==> src/rtl/noc_pkg.sv <==
// Shared defaults and helpers for the NoC virtual-channel input buffer.
// The address field always sits in the top bits of a flit.
package noc_pkg;

   localparam int NOC_DATA_WIDTH   = 16;
   localparam int NOC_ADDRESS_SIZE = 4;
   localparam int NOC_DEPTH        = 8;
   localparam int NOC_NUM_VC       = 2;

   // Widest flit the extraction helper handles; callers truncate the result.
   localparam int FLIT_MAX_WIDTH   = 64;

   function automatic logic [FLIT_MAX_WIDTH-1:0] flit_address(
      input logic [FLIT_MAX_WIDTH-1:0] flit,
      input int                        data_width,
      input int                        address_size
   );
      logic [FLIT_MAX_WIDTH-1:0] mask;
      mask = (FLIT_MAX_WIDTH'(1) << address_size) - FLIT_MAX_WIDTH'(1);
      return (flit >> (data_width - address_size)) & mask;
   endfunction

endpackage

==> src/rtl/noc_fifo_bank.sv <==
// Single virtual-channel circular buffer with occupancy count.
// The head flit is shown combinationally and reads as zero while empty.
module noc_fifo_bank #(
   parameter int DATA_WIDTH = 16,
   parameter int DEPTH      = 8,
   parameter int AF_THRESH  = DEPTH - 2,
   parameter int CW         = $clog2(DEPTH) + 1
) (
   input  logic                  clk,
   input  logic                  rst_n,
   input  logic                  push,
   input  logic                  pop,
   input  logic [DATA_WIDTH-1:0] wr_data,
   output logic [DATA_WIDTH-1:0] head_data,
   output logic                  full,
   output logic                  empty,
   output logic                  almost_full,
   output logic [CW-1:0]         count
);

   localparam int PW = $clog2(DEPTH);

   logic [DATA_WIDTH-1:0] mem [DEPTH];
   logic [PW-1:0]         rd_ptr;
   logic [PW-1:0]         wr_ptr;
   logic [CW-1:0]         count_q;

   always_ff @(posedge clk) begin
      if (push) begin
         mem[wr_ptr] <= wr_data;
      end
   end

   // DEPTH is a power of two, so pointers wrap by plain overflow.
   always_ff @(posedge clk) begin
      if (!rst_n) begin
         rd_ptr  <= '0;
         wr_ptr  <= '0;
         count_q <= '0;
      end else begin
         if (push) begin
            wr_ptr <= wr_ptr + PW'(1);
         end
         if (pop) begin
            rd_ptr <= rd_ptr + PW'(1);
         end
         case ({push, pop})
            2'b10:   count_q <= count_q + CW'(1);
            2'b01:   count_q <= count_q - CW'(1);
            default: count_q <= count_q;
         endcase
      end
   end

   assign count       = count_q;
   assign full        = (count_q == CW'(DEPTH));
   assign empty       = (count_q == '0);
   assign almost_full = (count_q >= CW'(AF_THRESH));
   assign head_data   = empty ? '0 : mem[rd_ptr];

endmodule

==> src/rtl/noc_vc_fifo.sv <==
// Multi-VC input buffer: VC decode, head-flit mux and sticky error flags
// around one noc_fifo_bank per virtual channel.
module noc_vc_fifo
   import noc_pkg::*;
#(
   parameter  int DATA_WIDTH   = NOC_DATA_WIDTH,
   parameter  int ADDRESS_SIZE = NOC_ADDRESS_SIZE,
   parameter  int DEPTH        = NOC_DEPTH,
   parameter  int NUM_VC       = NOC_NUM_VC,
   parameter  int AF_THRESH    = DEPTH - 2,
   localparam int VCW          = (NUM_VC > 1) ? $clog2(NUM_VC) : 1,
   localparam int CW           = $clog2(DEPTH) + 1
) (
   input  logic                    clk,
   input  logic                    rst_n,
   input  logic                    wr_en,
   input  logic [VCW-1:0]          wr_vc,
   input  logic [DATA_WIDTH-1:0]   wr_data,
   input  logic                    rd_en,
   input  logic [VCW-1:0]          rd_vc,
   output logic [DATA_WIDTH-1:0]   rd_data,
   output logic [ADDRESS_SIZE-1:0] pkt_address,
   output logic [NUM_VC-1:0]       full,
   output logic [NUM_VC-1:0]       empty,
   output logic [NUM_VC-1:0]       almost_full,
   output logic [NUM_VC*CW-1:0]    count,
   output logic                    overflow,
   output logic                    underflow
);

   logic [NUM_VC-1:0]     push;
   logic [NUM_VC-1:0]     pop;
   logic [DATA_WIDTH-1:0] head [NUM_VC];
   logic                  wr_vc_ok;
   logic                  rd_vc_ok;
   logic                  wr_full_sel;
   logic                  rd_empty_sel;
   logic [DATA_WIDTH-1:0] rd_sel;
   logic                  rd_accept;
   logic                  wr_accept;
   logic                  overflow_q;
   logic                  underflow_q;

   assign wr_vc_ok = ({1'b0, wr_vc} < (VCW + 1)'(NUM_VC));
   assign rd_vc_ok = ({1'b0, rd_vc} < (VCW + 1)'(NUM_VC));

   // An out-of-range VC selects nothing: it looks empty to a read.
   always_comb begin
      wr_full_sel  = 1'b0;
      rd_empty_sel = 1'b1;
      rd_sel       = '0;
      for (int i = 0; i < NUM_VC; i++) begin
         if (wr_vc == VCW'(i)) begin
            wr_full_sel = full[i];
         end
         if (rd_vc == VCW'(i)) begin
            rd_empty_sel = empty[i];
            rd_sel       = head[i];
         end
      end
   end

   // A full VC still takes a write when the same cycle pops it.
   assign rd_accept = rd_en && rd_vc_ok && !rd_empty_sel;
   assign wr_accept = wr_en && wr_vc_ok &&
                      (!wr_full_sel || (rd_accept && (rd_vc == wr_vc)));

   for (genvar g = 0; g < NUM_VC; g++) begin : g_vc
      assign push[g] = wr_accept && (wr_vc == VCW'(g));
      assign pop[g]  = rd_accept && (rd_vc == VCW'(g));

      noc_fifo_bank #(
         .DATA_WIDTH (DATA_WIDTH),
         .DEPTH      (DEPTH),
         .AF_THRESH  (AF_THRESH),
         .CW         (CW)
      ) u_bank (
         .clk         (clk),
         .rst_n       (rst_n),
         .push        (push[g]),
         .pop         (pop[g]),
         .wr_data     (wr_data),
         .head_data   (head[g]),
         .full        (full[g]),
         .empty       (empty[g]),
         .almost_full (almost_full[g]),
         .count       (count[g*CW +: CW])
      );
   end

   always_ff @(posedge clk) begin
      if (!rst_n) begin
         overflow_q  <= 1'b0;
         underflow_q <= 1'b0;
      end else begin
         if (wr_en && !wr_accept) begin
            overflow_q <= 1'b1;
         end
         if (rd_en && !rd_accept) begin
            underflow_q <= 1'b1;
         end
      end
   end

   assign rd_data     = rd_sel;
   assign pkt_address = ADDRESS_SIZE'(flit_address(FLIT_MAX_WIDTH'(rd_data),
                                                   DATA_WIDTH, ADDRESS_SIZE));
   assign overflow    = overflow_q;
   assign underflow   = underflow_q;

endmodule

==> config.mk <==
export PLATFORM = sky130hd
export DESIGN_NAME = noc_vc_fifo
export DESIGN_NICKNAME = d
export VERILOG_FILES = /design/src/rtl/noc_pkg.sv /design/src/rtl/noc_fifo_bank.sv /design/src/rtl/noc_vc_fifo.sv
export SDC_FILE = /design/constraint.sdc
export NUM_CORES = 1
export LEC_CHECK = 0
export BUFFER_PORTS_ARGS = -buffer_cell sky130_fd_sc_hd__clkbuf_2
export CORE_MARGIN = 1.5
export CORE_UTILIZATION = 55
export DETAILED_ROUTE_END_ITERATION = 7
export HOLD_SLACK_MARGIN = 0.12
export PLACE_DENSITY = 0.73
export SLEW_MARGIN = 10
export SYNTH_ARGS = -nofsm -noshare
export SYNTH_HDL_FRONTEND = slang
export SYNTH_SLANG_ARGS = --single-unit
export TNS_END_PERCENT = 30
==> constraint.sdc <==
create_clock -name clk -period 9.6 [get_ports clk]
set_clock_uncertainty 0.1 [all_clocks]
set_input_delay 0.96 -clock clk [delete_from_list [all_inputs] [get_ports clk]]
set_output_delay 0.96 -clock clk [all_outputs]
set_load 0.05 [all_outputs]
# == Word level (Yosys, flattened, before mapping) ==
# Memories as Yosys holds them, arrays and structs flattened. A register that Yosys moved wholly into a read port is not among the register bits.
# Cells that the tools add are included.
# totals
register_bits,22
ram_bits,256
inputBits,22
output_inout_bits,36
word_cells,62
n_memories,2
# classes
add_sub_neg,8
magnitude_cmp,2
n_eq_ne,7
n_mux,15
n_bitwise,2
reduce_logical,18
# mem_list
memory,words,word_bits,read_ports,rd_clocked_by_memory_dff,write_ports,line_no,source
g_vc[0].u_bank.mem,8,16,1,1,1,noc_fifo_bank.sv:23,logic [DATA_WIDTH-1:0] mem [DEPTH];
g_vc[1].u_bank.mem,8,16,1,1,1,noc_fifo_bank.sv:23,
# op_table
op,n
$mux W16,3
$pmux W4 S2,2
$add A3 B1 Y3 const B,4
$mux W3,4
$logic_and A1 B1 Y1,9
$add A4 B1 Y4 const B,2
$eq A4 B4 Y1 const B,2
$ge A4 B3 Y1 const B,2
$logic_not A4 Y1,2
$sub A4 B1 Y4 const B,2
$mux W1,6
$eq A2 B1 Y1 const B,2
$eq A2 B2 Y1 const B,2
$logic_not A1 Y1,4
$reduce_bool A2 Y1,2
$not A1 Y1,2
$eq A1 B1 Y1,1
$logic_or A1 B1 Y1,1

# == Logic depth before layout (Yosys ltp) ==
# Gate-level depths: netlist (run 1).
# logic_depth
depth_word,10
depth_mapped,11
mapped_depth_nobuf,10

# == By module ==
# From an unflattened synthesis (run 1), not the netlist that was laid out.
# hier_totals
hier_cells,585
hier_area_um2,11623.6
# by_module_without_submodules
module,instances,cells_per_inst,area_each_um2,seq_area_each_um2
noc_fifo_bank (g_vc[0].u_bank),1,274,5626.6,4103.9
noc_fifo_bank (g_vc[1].u_bank),1,274,5625.4,4103.9
noc_vc_fifo,1,37,371.6,40.0

# == Worst setup path before layout (run 1) ==
# No wires, ideal clock.
# synth_path
kind,in2reg
startpoint,input rd_vc
endpoint,"memory g_vc[0].u_bank.mem[2][0], enable pin"
setup_ns,0.436
arrival_time_ns,3.463
t_required_ns,9.064
setup_slack_ns,5.601
stages,5
n_path_buf,1
path_cell_list,buf_2 nand2b_1 a21oi_1 inv_2 nor4b_1
# synth_between
elab_chain_cells,9
word_cells_on_any_way,10
classes_between,eq/ne: 1; mux: 3; reduce/logical: 6
# synth_lines
element,line_no,source
start: declaration,noc_vc_fifo.sv:20,"input logic [VCW-1:0] rd_vc,"
$mux W1,noc_vc_fifo.sv:56,if (rd_vc == VCW'(i)) begin
$logic_not A1 Y1,noc_vc_fifo.sv:64,assign rd_accept = rd_en && rd_vc_ok && !rd_empty_sel;
$logic_and A1 B1 Y1,noc_vc_fifo.sv:64,
$logic_and A1 B1 Y1 (*),noc_vc_fifo.sv:66,(!wr_full_sel || (rd_accept && (rd_vc == wr_vc)));
$logic_or A1 B1 Y1 (*),noc_vc_fifo.sv:66,
$logic_and A1 B1 Y1 (*),noc_vc_fifo.sv:65,assign wr_accept = wr_en && wr_vc_ok &&
$logic_and A1 B1 Y1 (*),noc_vc_fifo.sv:69,assign push[g] = wr_accept && (wr_vc == VCW'(g));
$mux W1 (*),noc_fifo_bank.sv:29,if (push) begin
$mux W1 (implied by the code) (*),noc_fifo_bank.sv:30,mem[wr_ptr] <= wr_data;
end: declaration,noc_fifo_bank.sv:23,
# Every way passes the cells marked *; elsewhere a longest branch is shown, timed or not.

# == Final worst setup path (run 1) ==
# layout_path
startpoint,input rd_vc
endpoint,output rd_data[1]
# layout_between
elab_chain_cells,1
# layout_lines
element,line_no,source
$mux W16,noc_vc_fifo.sv:56,
end: declaration,noc_vc_fifo.sv:21,"output logic [DATA_WIDTH-1:0] rd_data,"
# No other way between the ends.

==> results of run 1 <==
==> cell usage after synthesis (all sizes together), types with 2 or more instances <==
library cell	n	area, sq um
or3	2	12.5
nor3b	7	62.6
a22oi	32	290
nand2b	9	56.3
o21a	4	30.0
mux4	64	1440
dfxtp	28	561
nor2	6	22.5
xor2	5	43.8
nor4	4	40.0
nand2	36	135
and2	10	62.6
nor3	8	45.0
ha	10	125
inv	2	7.50
edfxtp	256	7690
clkbuf	13	48.8
a21oi	5	25.0
nor4b	3	47.5
nand3	2	10.0
xnor2	6	52.6
mux2i	6	60.1
buf	24	164
nor2b	3	18.8
o21ai	4	20.0
a21boi	7	52.6
o22ai	2	12.5
==> final timing paths <==
| check | startpoint | to | slack [ps] | depth (start not counted) |
|---|---|---|---|---|
| max reg2reg | g_vc[1].u_bank.count[1] | g_vc[1].u_bank.count[2] | 6360 | 10 |
| min | overflow | overflow | 370 | 1 |
| max | rd_vc | rd_data[1] | 5480 | 5 |
| min reg2reg | overflow | overflow | 370 | 1 |
==> power by group through the flow <==
stage | Sequential [W] | Clock (W) | Combinational [W]
after global placement | 0.00141 | 0 | 0.000275
after global routing | 0.00139 | 0.00120 | 0.000298
after detailed placement | 0.00141 | 0 | 0.000281
final | 0.00138 | 0.00114 | 0.000279
after CTS | 0.00138 | 0.00115 | 0.000283
after floorplan | 0.00142 | 0 | 0.000206
==> critical path: stages <==
cell	delay (ps)
clkbuf_2	170
nor3_2	1040
a22oi_1	390
nand2_1	190
clkbuf_2	300
==> cells in the final DEF, fill, tap and decap left out, drive strengths merged, types with 2 or more instances in the layout <==
cell,synthesis,routed
nor4,4,4
mux4,64,64
nor3,8,8
nor3b,7,7
o22ai,2,2
ha,10,10
nand3,2,2
clkinv,1,11
o21a,4,4
inv,2,3
a21oi,5,5
o21ai,4,4
nand2,36,36
xor2,5,5
nand2b,9,9
nor4b,3,3
nor2b,3,3
a21boi,7,7
or3,2,2
edfxtp,256,256
a22oi,32,32
nor2,6,6
xnor2,6,6
bufinv,0,5
mux2i,6,6
clkbuf,13,93
dfxtp,28,28
and2,10,10
buf,24,20
==> routing by layer <==
metal | track usage, % | part of all wire [%]
met1 | 27.9 | 41
met2 | 36.0 | 51
met5 | 0 | 0
met4 | 6.79 | 2.4
met3 | 3.76 | 5.6
==> sequential cells by signal, indices dropped and copies added, names as in the netlist, named ones only <==
| register | count |
|---|---|
| g_vc.u_bank.mem | 256 |
| underflow | 1 |
| g_vc.u_bank.count | 8 |
| g_vc.u_bank.rd_ptr | 6 |
| overflow | 1 |
| g_vc.u_bank.wr_ptr | 6 |
==> area by class of cell <==
type / instances / area [sq um]
flip-flops and latches: 284 / 8250
fillers: 1342 / 7270
multi-input cells: 244 / 2820
clock buffers: 36 / 762
repair buffers: 77 / 435
well taps: 270 / 338
clock inverters: 16 / 220
inverters: 3 / 11.3
==> through the flow <==
step                utilization [%]  setup slack, ps  hold slack, ps  total power (W)  area [sq um]
floorplan                         -             5600             349          0.00162         11200
global placement               58.9             5560             349          0.00168         11900
detailed placement             58.9             5480             357          0.00169         11900
CTS                            63.8             5370             372          0.00282         12800
global route                   63.9             5360             398          0.00288         12800
finish                         63.9             5480             368          0.00280         12800
==> cells by family after synthesis <==
kind of cell | Yosys count | synth area share [%]
buffers and inverters | 40 | 2.00
adders and majority gates | 10 | 1.12
DFF | 284 | 73.5
xor gates and xnor gates | 11 | 0.859
muxes | 70 | 13.4
and+or+nand+nor | 93 | 4.82
AOI/OAI and AO/OA | 60 | 4.33
==> results.txt, run 1 <==
- Unrepaired setup endpoints after global routing: false
- For this run, the number of Yosys warnings is 0.
- Cell chosen for the clock root: clkbuf_16
- Post-route antenna net violation count: 0
* Count of cells resized by post-cts repair: 0
- The path class of the tightest hold or removal check is flip-flop to flip-flop.
- Max Root-Sink Buffers: 3
- After synthesis, flip-flops and latches occupy 73.5% of the total area.
- In the synthesized netlist, the number of instances is 568.
- Combinational power share: 10.0%
- HPWL Detailed: 13200 um
- Number of sinks driven by the clock tree: 284
- Total DRC errors in the routed layout: 0
* Remaining Overflow, GRT: 0
- Result of the run: finished, final reports clean
* Portion of total power attributed to the clock network: 40.6%
* Width of the die: 146 um
* Number of vias in the routed layout: 5534
* Vertical die dimension: 146 um
- Area growth, synth to finish: 14.4%
- Max-cap violations in this run came to 0.
- Quantity of I/O buffers inserted on ports: 57
- The later pin in the worst-skew pair is clocked with a latency of 530 ps.
* Setup TNS: 0 ps
- Final critical-path share of the clock period: 42.9%
* Worst Setup Start Kind: input pin
* Power Density: 218 nW/um^2
* Die Footprint: 21300 sq um
* Async set-reset flop share out of synthesis: 0%
* Overall track demand over capacity in global routing: 21.1%
- Cell internal power was estimated by the tool at 0.00215 W.
- Critical Path RT: 8540 ps
- The floorplan step defined a core boundary enclosing 20100 sq um.
* Peak Freq: 243 MHz
- After clock tree synthesis, the clock-pin slew on the worst setup and hold paths is 60 ps.
- Arr. time, crit path: 3060 ps
* Max transition margin: 14.1%
- Net switching is 23.2% of the power.
* Weighted congestion reported at the end of routability-driven placement: 0.791
- The first detailed-routing pass took 5 iterations.
- Setup violations remaining at the end of the flow were counted as 0.
- Final Critical Period: 4120 ps
* Count of boundary I/O pins: 58
- Summing every instance area after synthesis gives 11200 sq um.
- Initial drt markers: 416
- Switching component of the power: 0.000649 W
- Yosys mapped a number of flops with a built-in enable equal to 256.
- After synthesis the netlist holds a flip-flop and latch count of 284.
* Seq pwr share: 49.4%
* Clock tree from TritonCTS: built
* H-tree depth: 1
- Global-route wire length before repair: 33300 um
* Count of different cell masters after synthesis: 46
* Number of core rows: 52
- The number of max-slew violations in the final report is 0.
- Initial core utilization: 55.8%
- Nets: 670
- Of the cells placed in the final design, the portion with a size suffix greater than 1 is 32.7%.
* Final hold vios: 0
* Per-cell routed wire length: 23.4 um
- The setup path with the least slack is of type input pin to output pin.
- When the netlist entered floorplanning its net count stood at 600.
* Largest net degree at the start of global routing: 33
* Element type at the critical path end: output pin
- TritonCTS created 28 clock buffers.
* Worst IR drop on VDD: 133 uV
- Syn Area/Cell: 19.8 sq um
- Buffers added to address setup during post-CTS repair amount to 0.
* Worst-margin pin slew: 1280 ps
- Along the worst path, the maximum fanout reaches 16.
- Summed over all cells, the static leakage comes to 4.25 nW.
- Wire length reported by the detailed router: 21800 um
* Antenna violations before repair: 0
* Non-filler cells in the finished layout: 930
* Avg Vias per Cell: 5.95
* Main synth FF type: edfxtp_1
* Count of hold-fix buffers inserted at cts: 0
- Via count of the first global-routing pass: 5746
- The repair_antennas step left the layout with diodes totalling 0.
- Count of placed standard cells including taps: 878
Note: power is estimated with default switching activity, not from simulation.
==> run 2, diff against run 1 <==
--- a/config.mk
+++ b/config.mk
@@ -10,7 +10,7 @@
 export CORE_UTILIZATION = 55
 export DETAILED_ROUTE_END_ITERATION = 7
 export HOLD_SLACK_MARGIN = 0.12
-export PLACE_DENSITY = 0.73
+export PLACE_DENSITY = 0.76
 export SLEW_MARGIN = 10
 export SYNTH_ARGS = -nofsm -noshare
 export SYNTH_HDL_FRONTEND = slang
==> constraint.sdc (replaced) <==
create_clock -name clk -period 3.67 [get_ports clk]
set_clock_uncertainty 0.1 [all_clocks]
set_input_delay 0.367 -clock clk [delete_from_list [all_inputs] [get_ports clk]]
set_output_delay 0.367 -clock clk [all_outputs]
set_load 0.05 [all_outputs]
==> run 2 against run 1 <==
Net effect:
- sequential power rose to 2.6 times the previous value
- critical endpoint is now rd_data[0]
- register-to-register slack got worse by 5800 ps
- core utilization fell by 0.087 points
- cell count rose by 0.75%
- critical path type is now flip-flop to output pin
- die area did not move
- non-clock buffer count rose by 10
- clock-buffer cell count fell by 5
- clock power rose by 140%
- via count rose by 3.2%
- first-iteration DRC count rose by 18%
- wire length rose by 7.1%
==> results.txt, run 2 (synthesis results as in run 1) <==
- Type of the setup path with the least slack: flip-flop to output pin
* Max Root-Sink Buffers: 3
* CTS clk-pin slew, worst paths: 60 ps
- Register with the most flip-flops: g_vc.u_bank.mem
- Measured along the x axis, the die boundary spans 146 um.
- Critical register-to-register path startpoint: g_vc[1].u_bank.count[1]
- Setup repair after global routing left no endpoint under its margin.
- Once detailed placement completed, the half-perimeter wirelength came to 14100 um.
* Core box area: 20100 sq um
- Final setup violation count: 0
- The startpoint identified for the worst hold timing path is wr_data[4].
* Avg Vias per Cell: 6.09
* Wire length reported by the detailed router: 23300 um
- Worst Setup Start Kind: flip-flop
* Max transition margin: 29.3%
* Area growth, synth to finish: 14.3%
- The worst register-to-register path ends at g_vc[1].u_bank.count[2].
* Setup TNS: 0 ps
* Final core area utilization: 63.8%
- Via count of the first global-routing pass: 5949
* Initial drt markers: 489
- Number of vias in the routed layout: 5709
- In the global route stage, met1 resource usage came out at 32.1%.
- Global-route wire length before repair: 36000 um
- The net count of the finished layout is 679.
* Met3 demand-to-capacity share in global routing: 4.01%
- For the worst-skew pair, the clock arrives at the later sink with an insertion delay of 530 ps.
* Remaining Overflow, GRT: 0
- Global routing used 37.2% of the available met2 tracks.
- The number of antenna violations at the first check in global routing is 0.
- The run finished with clean final reports.
* Die Footprint: 21300 sq um
* Final hold vios: 0
- Along the worst hold path, the cell count comes to 1.
- Leakage power: 4.23 nW
- Measured along the y axis, the die boundary spans 146 um.
- The register with the most flip-flops in the layout has 256 of them.
- Depth of the most critical reg-to-reg path: 10
- Final critical-path share of the clock period: 92.6%
- At the pin with the least slew margin, the transition time is 1060 ps.
* Count of hold-fix buffers inserted at cts: 1
* Min-delay worst type: input pin to flip-flop
- The tree is rooted in a clkbuf_16.
* Power Density: 551 nW/um^2
* CTS Buf Count: 27
* Leading cell types in the layout, fill and taps excluded: edfxtp_1, mux4_2, clkbuf_2, nand2_1
- For this run, the top clock speed supported by timing is 294 MHz.
* Initial core utilization: 55.8%
* Clock tree from TritonCTS: built
- GRT Max-Usage Layer: met2
- After clock tree synthesis, the setup repair step added 0 buffers.
- Arr. time, crit path: 2930 ps
- Final Critical Period: 3400 ps
- Global routing used 22.9% of the available tracks.
- Critical Path RT: 3200 ps
* Worst setup slack before clock tree synthesis: 602 ps
* Weighted congestion reported at the end of routability-driven placement: 0.756
- R2R setup slack: 570 ps
- Total DRC errors in the routed layout: 0
- Ratio of cells with drive above 1 in the final layout: 33.1%
* Post-route antenna net violation count: 0
- During placement, the flow inserted port buffers numbering 57.
- Hold endpoint: g_vc[1].u_bank.mem[0][4]
- Number of sinks driven by the clock tree: 284
- Number of core rows: 52
- CTS built an H-tree with a depth of 1.
- STA classifies the critical path endpoint as an output pin.
- Once routing completed, OpenROAD measured the worst setup slack at 272 ps.
- Largest net degree at the start of global routing: 33
- The library cell used most frequently in the layout, excluding fill and tap cells, is edfxtp_1.
- Count of cells resized by post-cts repair: 0
* Number of maximum-capacitance violations: 0
- Count of boundary I/O pins: 58
- In the final routed layout, each cell accounts on average for 24.9 um.
* Slew Viols, Final: 0
- VDD sags by at most 253 uV.
* Number of detailed-route iterations in the first pass: 4
- The repair_antennas step left the layout with diodes totalling 0.
- Biggest fanout along the worst timing path: 16
[run 2: changes by cell type in the layout (fill, tap and decap cells not counted), sizes merged]
cell / change
bufinv: -2
dlygate4sd3: +1
clkinv: +2
clkbuf: -5
buf: +9
clkinvlp: +3
inv: -1
[run 2: area by class of cell]
cell class	count	area, sq um
Sequential cell	284	8250
Multi-Input combinational cell	244	2820
Clock buffer	31	691
Timing Repair Buffer	87	538
Inverter	3	11.3
Fill cell	1325	7280
Clock inverter	18	169
Tap cell	270	338
[run 2: worst max path at each step]
| stage | startpoint | end | slack [ps] |
|---|---|---|---|
| finish | g_vc[1].u_bank.count[1] | rd_data[0] | 270 |
| global route | g_vc[1].u_bank.count[1] | rd_data[0] | 110 |
| detailed placement | g_vc[1].u_bank.count[1] | g_vc[1].u_bank.count[2] | 600 |
| global placement | rd_vc | g_vc[1].u_bank.count[2] | 850 |
| floorplan | g_vc[1].u_bank.count[1] | g_vc[1].u_bank.mem[0][0] | 50 |
| CTS | g_vc[1].u_bank.count[1] | rd_data[0] | 280 |
[run 2: through the flow]
step / std cells / hold slack [ps] / instance area [sq um] / power (W)
final: 937 / 145 / 12800 / 0.00706
after detailed placement: 887 / 357 / 12000 / 0.00444
after CTS: 937 / 127 / 12800 / 0.00711
after global routing: 937 / 156 / 12800 / 0.00730
after global placement: 887 / 350 / 12000 / 0.00441
after floorplan: 568 / 349 / 11200 / 0.00424
[run 2: metal layers]
metal / part of all wire, % / vias to the layer above
met4: 2.9 / 0
met5: 0 / -
met1: 41 / 2962
met2: 49 / 227
li1: - / 2464
met3: 6.8 / 56
[run 2: power by group]
| part | internal [W] | switching [W] |
|---|---|---|
| logic | 0.000243 | 0.000482 |
| clock network | 0.00156 | 0.00114 |
| registers | 0.00357 | 0.0000653 |
| total | 0.00537 | 0.00169 |
[run 2: worst max-delay path, stage by stage (launching register included)]
cell      delay, ps
dfxtp_1         590
o41a_1          270
and2_1          850
a22oi_1         210
nand2_1         180
clkbuf_2        300
